`config.mk`:
```
export PLATFORM = sky130hd
export DESIGN_NAME = memop_responder
export DESIGN_NICKNAME = d
export VERILOG_FILES = /design/src/rtl/memop_responder.sv
export SDC_FILE = /design/constraint.sdc
export NUM_CORES = 1
export LEC_CHECK = 0
export CAP_MARGIN = 20
export CORE_MARGIN = 3
export CORE_UTILIZATION = 40
export CTS_CLUSTER_DIAMETER = 60
export CTS_CLUSTER_SIZE = 10
export DETAILED_ROUTE_END_ITERATION = 7
export DONT_BUFFER_PORTS = 1
export PLACE_DENSITY = 0.64
export SYNTH_ARGS = -nofsm -noshare
export SYNTH_HDL_FRONTEND = slang
export SYNTH_SLANG_ARGS = --single-unit
```
`constraint.sdc`:
```
create_clock -name i_clk -period 10.7 [get_ports i_clk]
set_clock_uncertainty 0.2 [all_clocks]
set_input_delay 0.535 -clock i_clk [delete_from_list [all_inputs] [get_ports i_clk]]
set_output_delay 0.535 -clock i_clk [all_outputs]
set_load 0.01 [all_outputs]
```
`src/rtl/memop_responder.sv`:
```
// Load/store responder: queues execute-stage memops, issues them one at a time to the
// cache, formats store lanes and load results, and reports faults and register writebacks.
module memop_responder #(
    parameter int unsigned RISCV_ARCH        = 64,
    parameter int unsigned CFG_REG_TAG_WIDTH = 3,
    parameter int unsigned QUEUE_ABITS       = 1
) (
    input  logic                         i_clk,
    input  logic                         i_rst,

    input  logic                         i_memop_valid,
    output logic                         o_memop_ready,
    input  logic                         i_memop_store,
    input  logic                         i_memop_sign_ext,
    input  logic [1:0]                   i_memop_size,
    input  logic [RISCV_ARCH-1:0]        i_memop_addr,
    input  logic [RISCV_ARCH-1:0]        i_memop_wdata,
    input  logic [5:0]                   i_memop_waddr,
    input  logic [CFG_REG_TAG_WIDTH-1:0] i_memop_wtag,

    output logic                         o_mem_req_valid,
    output logic                         o_mem_req_write,
    output logic [RISCV_ARCH-1:0]        o_mem_req_addr,
    output logic [63:0]                  o_mem_req_wdata,
    output logic [7:0]                   o_mem_req_wstrb,
    output logic [1:0]                   o_mem_req_size,
    input  logic                         i_mem_req_ready,

    input  logic                         i_mem_resp_valid,
    input  logic [63:0]                  i_mem_resp_data,
    input  logic                         i_mem_resp_fault,
    output logic                         o_mem_resp_ready,

    output logic                         o_wb_valid,
    output logic [5:0]                   o_wb_waddr,
    output logic [RISCV_ARCH-1:0]        o_wb_wdata,
    output logic [CFG_REG_TAG_WIDTH-1:0] o_wb_wtag,
    input  logic                         i_wb_ready,

    output logic                         o_fault_load,
    output logic                         o_fault_store,
    output logic                         o_fault_misalign,
    output logic [RISCV_ARCH-1:0]        o_fault_addr,

    output logic                         o_idle
);

    localparam int unsigned DEPTH = 2 ** QUEUE_ABITS;
    localparam int unsigned CW    = QUEUE_ABITS + 1;

    typedef struct packed {
        logic                         store;
        logic                         sign_ext;
        logic [1:0]                   size;
        logic [RISCV_ARCH-1:0]        addr;
        logic [RISCV_ARCH-1:0]        wdata;
        logic [5:0]                   waddr;
        logic [CFG_REG_TAG_WIDTH-1:0] wtag;
    } memop_t;

    typedef enum logic [1:0] {StIdle, StRequest, StWaitResp, StWriteback} state_e;

    memop_t                 queue_mem [DEPTH];
    memop_t                 push_entry;
    logic [QUEUE_ABITS-1:0] wr_ptr_q, rd_ptr_q;
    logic [CW-1:0]          count_q, count_d;
    logic                   full, empty, push, pop;

    state_e                 state_q, state_d;
    memop_t                 op_q;
    logic [RISCV_ARCH-1:0]  wb_data_q;
    logic                   load_wb;
    logic                   misaligned;
    logic [63:0]            wdata64, lanes, shifted, ext;
    logic [7:0]             strb_base;

    // ---------------------------------------------------------------- request queue
    always_comb begin
        push_entry          = '0;
        push_entry.store    = i_memop_store;
        push_entry.sign_ext = i_memop_sign_ext;
        push_entry.size     = i_memop_size;
        push_entry.addr     = i_memop_addr;
        push_entry.wdata    = i_memop_wdata;
        push_entry.waddr    = i_memop_waddr;
        push_entry.wtag     = i_memop_wtag;
    end

    assign full          = (count_q == CW'(DEPTH));
    assign empty         = (count_q == '0);
    assign o_memop_ready = !full;
    assign push          = i_memop_valid && !full;
    assign pop           = (state_q == StIdle) && !empty;

    always_comb begin
        count_d = count_q;
        if (push && !pop) begin
            count_d = count_q + CW'(1);
        end else if (pop && !push) begin
            count_d = count_q - CW'(1);
        end
    end

    always_ff @(posedge i_clk) begin
        if (push) begin
            queue_mem[wr_ptr_q] <= push_entry;
        end
    end

    always_ff @(posedge i_clk or posedge i_rst) begin
        if (i_rst) begin
            wr_ptr_q <= '0;
            rd_ptr_q <= '0;
            count_q  <= '0;
        end else begin
            if (push) wr_ptr_q <= wr_ptr_q + QUEUE_ABITS'(1);
            if (pop)  rd_ptr_q <= rd_ptr_q + QUEUE_ABITS'(1);
            count_q <= count_d;
        end
    end

    // ---------------------------------------------------------------- datapath
    always_comb begin
        misaligned = 1'b0;
        strb_base  = 8'h00;
        lanes      = '0;
        wdata64    = 64'(op_q.wdata);
        unique case (op_q.size)
            2'd0: begin misaligned = 1'b0;           strb_base = 8'h01; lanes = {8{wdata64[7:0]}};  end
            2'd1: begin misaligned = op_q.addr[0];   strb_base = 8'h03; lanes = {4{wdata64[15:0]}}; end
            2'd2: begin misaligned = |op_q.addr[1:0]; strb_base = 8'h0F; lanes = {2{wdata64[31:0]}}; end
            2'd3: begin misaligned = |op_q.addr[2:0]; strb_base = 8'hFF; lanes = wdata64;           end
            default: ;
        endcase
    end

    // Load result: move the addressed bytes down to lane 0, then truncate and extend
    always_comb begin
        shifted = i_mem_resp_data >> {op_q.addr[2:0], 3'b000};
        ext     = '0;
        unique case (op_q.size)
            2'd0: ext = {{56{op_q.sign_ext & shifted[7]}},  shifted[7:0]};
            2'd1: ext = {{48{op_q.sign_ext & shifted[15]}}, shifted[15:0]};
            2'd2: ext = {{32{op_q.sign_ext & shifted[31]}}, shifted[31:0]};
            2'd3: ext = shifted;
            default: ;
        endcase
    end

    assign o_mem_req_write = op_q.store;
    assign o_mem_req_addr  = op_q.addr;
    assign o_mem_req_size  = op_q.size;
    assign o_mem_req_wdata = op_q.store ? lanes : 64'h0;
    assign o_mem_req_wstrb = op_q.store ? (strb_base << op_q.addr[2:0]) : 8'h00;
    assign o_wb_waddr      = op_q.waddr;
    assign o_wb_wtag       = op_q.wtag;
    assign o_wb_wdata      = wb_data_q;
    assign o_fault_addr    = op_q.addr;
    assign o_idle          = empty && (state_q == StIdle);

    // ---------------------------------------------------------------- control FSM
    always_comb begin
        state_d          = state_q;
        o_mem_req_valid  = 1'b0;
        o_mem_resp_ready = 1'b0;
        o_wb_valid       = 1'b0;
        o_fault_load     = 1'b0;
        o_fault_store    = 1'b0;
        o_fault_misalign = 1'b0;
        load_wb          = 1'b0;
        unique case (state_q)
            StIdle: begin
                if (!empty) state_d = StRequest;
            end
            StRequest: begin
                if (misaligned) begin
                    o_fault_misalign = 1'b1;
                    state_d          = StIdle;
                end else begin
                    o_mem_req_valid = 1'b1;
                    if (i_mem_req_ready) state_d = StWaitResp;
                end
            end
            StWaitResp: begin
                o_mem_resp_ready = 1'b1;
                if (i_mem_resp_valid) begin
                    if (i_mem_resp_fault) begin
                        o_fault_load  = !op_q.store;
                        o_fault_store = op_q.store;
                        state_d       = StIdle;
                    end else if (op_q.store || (op_q.waddr == 6'd0)) begin
                        state_d = StIdle;
                    end else begin
                        load_wb = 1'b1;
                        state_d = StWriteback;
                    end
                end
            end
            StWriteback: begin
                o_wb_valid = 1'b1;
                if (i_wb_ready) state_d = StIdle;
            end
            default: state_d = StIdle;
        endcase
    end

    always_ff @(posedge i_clk or posedge i_rst) begin
        if (i_rst) begin
            state_q   <= StIdle;
            op_q      <= '0;
            wb_data_q <= '0;
        end else begin
            state_q <= state_d;
            if (pop)     op_q      <= queue_mem[rd_ptr_q];
            if (load_wb) wb_data_q <= RISCV_ARCH'(ext);
        end
    end

endmodule

```
==> results.json <==
{
  "status": "finished clean",
  "r2r-end": "wdata64[59]",
  "setup_viol": 0,
  "io_pins": 496,
  "min_period_over_period": 0.415,
  "grt_pass1_wl_um": 92200,
  "worstPathArrival_ns": 3.71,
  "worstPathRequired_ns": 9.97,
  "synth-seq-cells": 493,
  "yosysSeqAreaShare": 0.620,
  "drive_above_1_share": 0.100,
  "area_delta_synth_final_pct": 13.5,
  "fin_area_um2": 25100,
  "synth-compound-area-share": 0.0990,
  "die_y_um": 241,
  "dpl_worst_slack_ns": 6.46,
  "crit_path_max_fanout": 92,
  "final.min_clock_period_ns": 4.44,
  "grt-ovfl-total": 0,
  "slew_violations": 0,
  "min_to": "state_q[0]",
  "cts_buffer_depth": 3,
  "max-cap-violations": 0,
  "worstHoldPathType": "input port to flop",
  "cts_tree": "built",
  "clkTransAtPathRegs_ns": 0.06,
  "worst_setup_path_end_kind": "output pin",
  "totalWireLength_um": 64100,
  "dpl_cell_area_um2": 21700,
  "synthArstFlopShare": 0.428,
  "syn-num-nets": 1993,
  "critical_path_class": "flop to output pin",
  "detail_route.vias_per_cell": 5.40,
  "port-buffer-count": 0,
  "grt_max_degree": 108,
  "dp_hpwl_um": 43000,
  "synth_top_family_by_area": "multiplexers",
  "clock-sinks": 493,
  "core_um2": 54300,
  "numCtsBuffers": 59,
  "synthMuxAreaShare": 0.127,
  "max_slew_margin": 0.244,
  "die_w_um": 241,
  "grt_pass1_vias": 14203,
  "yosys_warnings": 0,
  "grtUsageTotal": 0.214,
  "clock_latency_ns": 0.62,
  "ant_nets": 0,
  "hold_ws_ns": 0.0835,
  "worst_pin_slew_ns": 1.13,
  "synth_edf_count": 282,
  "wire_per_inst_um": 25.2,
  "ff2ff_path_depth": 4,
  "rows": 85,
  "synthXorXnorAreaFrac": 0.00198,
  "netlist_area_um2": 22200,
  "fmax_mhz": 225,
  "hold_start": "i_mem_resp_valid",
  "reg2reg_setup_slack_ns": 7.02,
  "postSynthCellCount": 1780,
  "fin_nets": 1973,
  "place_inst": 2283,
  "synthDistinctLibCells": 50,
  "finalNonFillerCells": 2548,
  "peakVddDrop_uv": 220,
  "antenna_found_initial": 6,
  "synth_ff_type": "edfxtp_1",
  "htree_levels": 2,
  "fin_tns_setup_ns": 0,
  "hold_depth": 3,
  "gp_congestion": 0.873,
  "rsz0062_at_grt": "no",
  "initial_utilization": 0.408,
  "yosys.area_share.simple": 0.0787,
  "drc": 0,
  "synthAdderAreaFrac": 0.000565,
  "dieArea_um2": 58300,
  "drt-initial-drc-count": 861,
  "hold_violations": 0,
  "first_pass_iters": 5,
  "rr_startpoint": "state_q[1]",
  "cts-root-buf": "clkbuf_16",
  "p_leak_nw": 9.62,
  "syn_avg_cell_area_um2": 12.4,
  "power.density_nw_per_um2": 317,
  "vias": 13761,
  "worst_slack_ns": 6.26,
  "start_kind": "flop"
}
-- final cells by class --
cell class | count | area [um2]
sequential | 493 | 13800
fill | 4808 | 29200
clock inverter | 11 | 166
antenna | 4 | 10.0
clock buffer | 95 | 1650
tap | 739 | 925
timing repair buffer | 176 | 1740
multi-input combinational | 1020 | 6840
inverter | 10 | 45.0
-- cells in the final DEF, fill, tap and decap left out, types with 3 or more instances in the layout --
| master | instances |
|---|---|
| and2_0 | 3 |
| buf_4 | 21 |
| inv_6 | 3 |
| clkbuf_1 | 33 |
| dfrtp_1 | 204 |
| o31ai_1 | 8 |
| nor2_1 | 70 |
| and3_1 | 3 |
| nand3_1 | 9 |
| nand2b_1 | 10 |
| mux4_2 | 23 |
| dfrtp_4 | 3 |
| o22ai_1 | 11 |
| and2_1 | 23 |
| clkinv_1 | 3 |
| dlygate4sd3_1 | 153 |
| a311oi_1 | 9 |
| nor2b_1 | 15 |
| mux2_2 | 12 |
| nor3_1 | 6 |
| diode_2 | 4 |
| inv_1 | 7 |
| o21ai_0 | 185 |
| dfrtp_2 | 4 |
| a21oi_1 | 69 |
| mux2i_1 | 214 |
| nand2_1 | 258 |
| a211oi_2 | 31 |
| a211oi_1 | 22 |
| clkbuf_16 | 60 |
| xnor2_1 | 3 |
| o211ai_1 | 9 |
| edfxtp_1 | 282 |
-- per-stage QoR --
stage	utilization	power [mW]
after floorplan	-	5.58
after global placement	0.400	6.02
after detailed placement	0.400	6.09
after CTS	0.461	8.03
after global routing	0.463	8.46
final	0.463	7.97
-- registers in the layout, summed over array words and instances, names as in the netlist, 2 cells and up --
signal / flops
count_q: 2
o_fault_addr: 64
o_mem_req_size: 2
o_wb_waddr: 6
o_wb_wdata: 64
o_wb_wtag: 3
queue_mem: 282
state_q: 2
wdata64: 64
-- per-layer routing --
metal,up-vias,global-route usage,wire (um)
li1,6213,-,-
met1,6848,0.241,23400
met2,565,0.371,31600
met3,131,0.0878,7030
met4,4,0.0701,2060
met5,-,0,26
-- cell usage after synthesis (2+ instances only) --
cell,n,share of area
edfxtp_1,282,0.38
and2_0,3,0.00085
nand2_1,258,0.044
xor2_1,2,0.00079
xnor2_1,3,0.0012
mux4_2,23,0.023
clkbuf_1,79,0.013
buf_6,6,0.0030
mux2_2,12,0.0061
nor2_1,72,0.012
nand3_1,9,0.0020
buf_2,19,0.0043
o22ai_1,11,0.0031
and3_1,4,0.0011
nor3_1,6,0.0014
nand2b_1,10,0.0028
clkinv_1,2,0.00034
o211ai_1,9,0.0030
and2_1,23,0.0065
a211oi_1,22,0.0075
nor4_1,2,0.00056
buf_1,10,0.0017
a311oi_1,9,0.0036
buf_4,143,0.048
a211oi_2,31,0.018
o31ai_1,8,0.0027
or2_2,2,0.00056
dfrtp_1,211,0.24
a221oi_1,2,0.00079
a21oi_1,69,0.016
inv_1,8,0.0014
nor2b_1,15,0.0042
o21ai_0,185,0.042
mux2i_1,214,0.097
-- worst max path at each step --
| stage | startpoint | to | cells past startpoint | slack, ns |
|---|---|---|---|---|
| after floorplan | count_q[0] | queue_mem[0][0] | 3 | 3.28 |
| after global placement | o_mem_req_size[1] | o_mem_req_wstrb[1] | 4 | 6.43 |
| after detailed placement | o_mem_req_size[1] | o_mem_req_wstrb[1] | 4 | 6.46 |
| after CTS | o_mem_req_size[1] | o_mem_req_wstrb[1] | 4 | 5.77 |
| after global routing | o_mem_req_size[1] | o_mem_req_wstrb[1] | 5 | 6.13 |
| final | o_mem_req_size[1] | o_mem_req_wstrb[1] | 5 | 6.26 |
-- worst max-delay path, cell delays in order (launching register included) --
cell and delay (ns):
dfrtp_4 1.14, inv_1 0.34, buf_16 0.27, nand2_1 0.56, nor2_1 0.10, nor3_1 0.60
-- what timing repair did --
item,4_1_cts,5_1_grt
hold buffers,153,0
hold endpoints to repair,378,0
gates resized for setup,0,0
buffers inserted,0,0
-- kinds of logic after synthesis --
| family | Yosys count |
|---|---|
| xor+xnor | 5 |
| fa+ha+maj | 1 |
| flops | 493 |
| mux | 250 |
| simple gates | 411 |
| buf+inv | 267 |
| compound gates | 353 |
-- report_power, final --
group / internal, mW / total (mW) / switching, mW
logic: 0.933 / 2.54 / 1.61
clock network: 1.10 / 1.87 / 0.766
registers: 2.71 / 3.56 / 0.851
total: 4.75 / 7.97 / 3.22
Power figures use the tool's default switching activity.
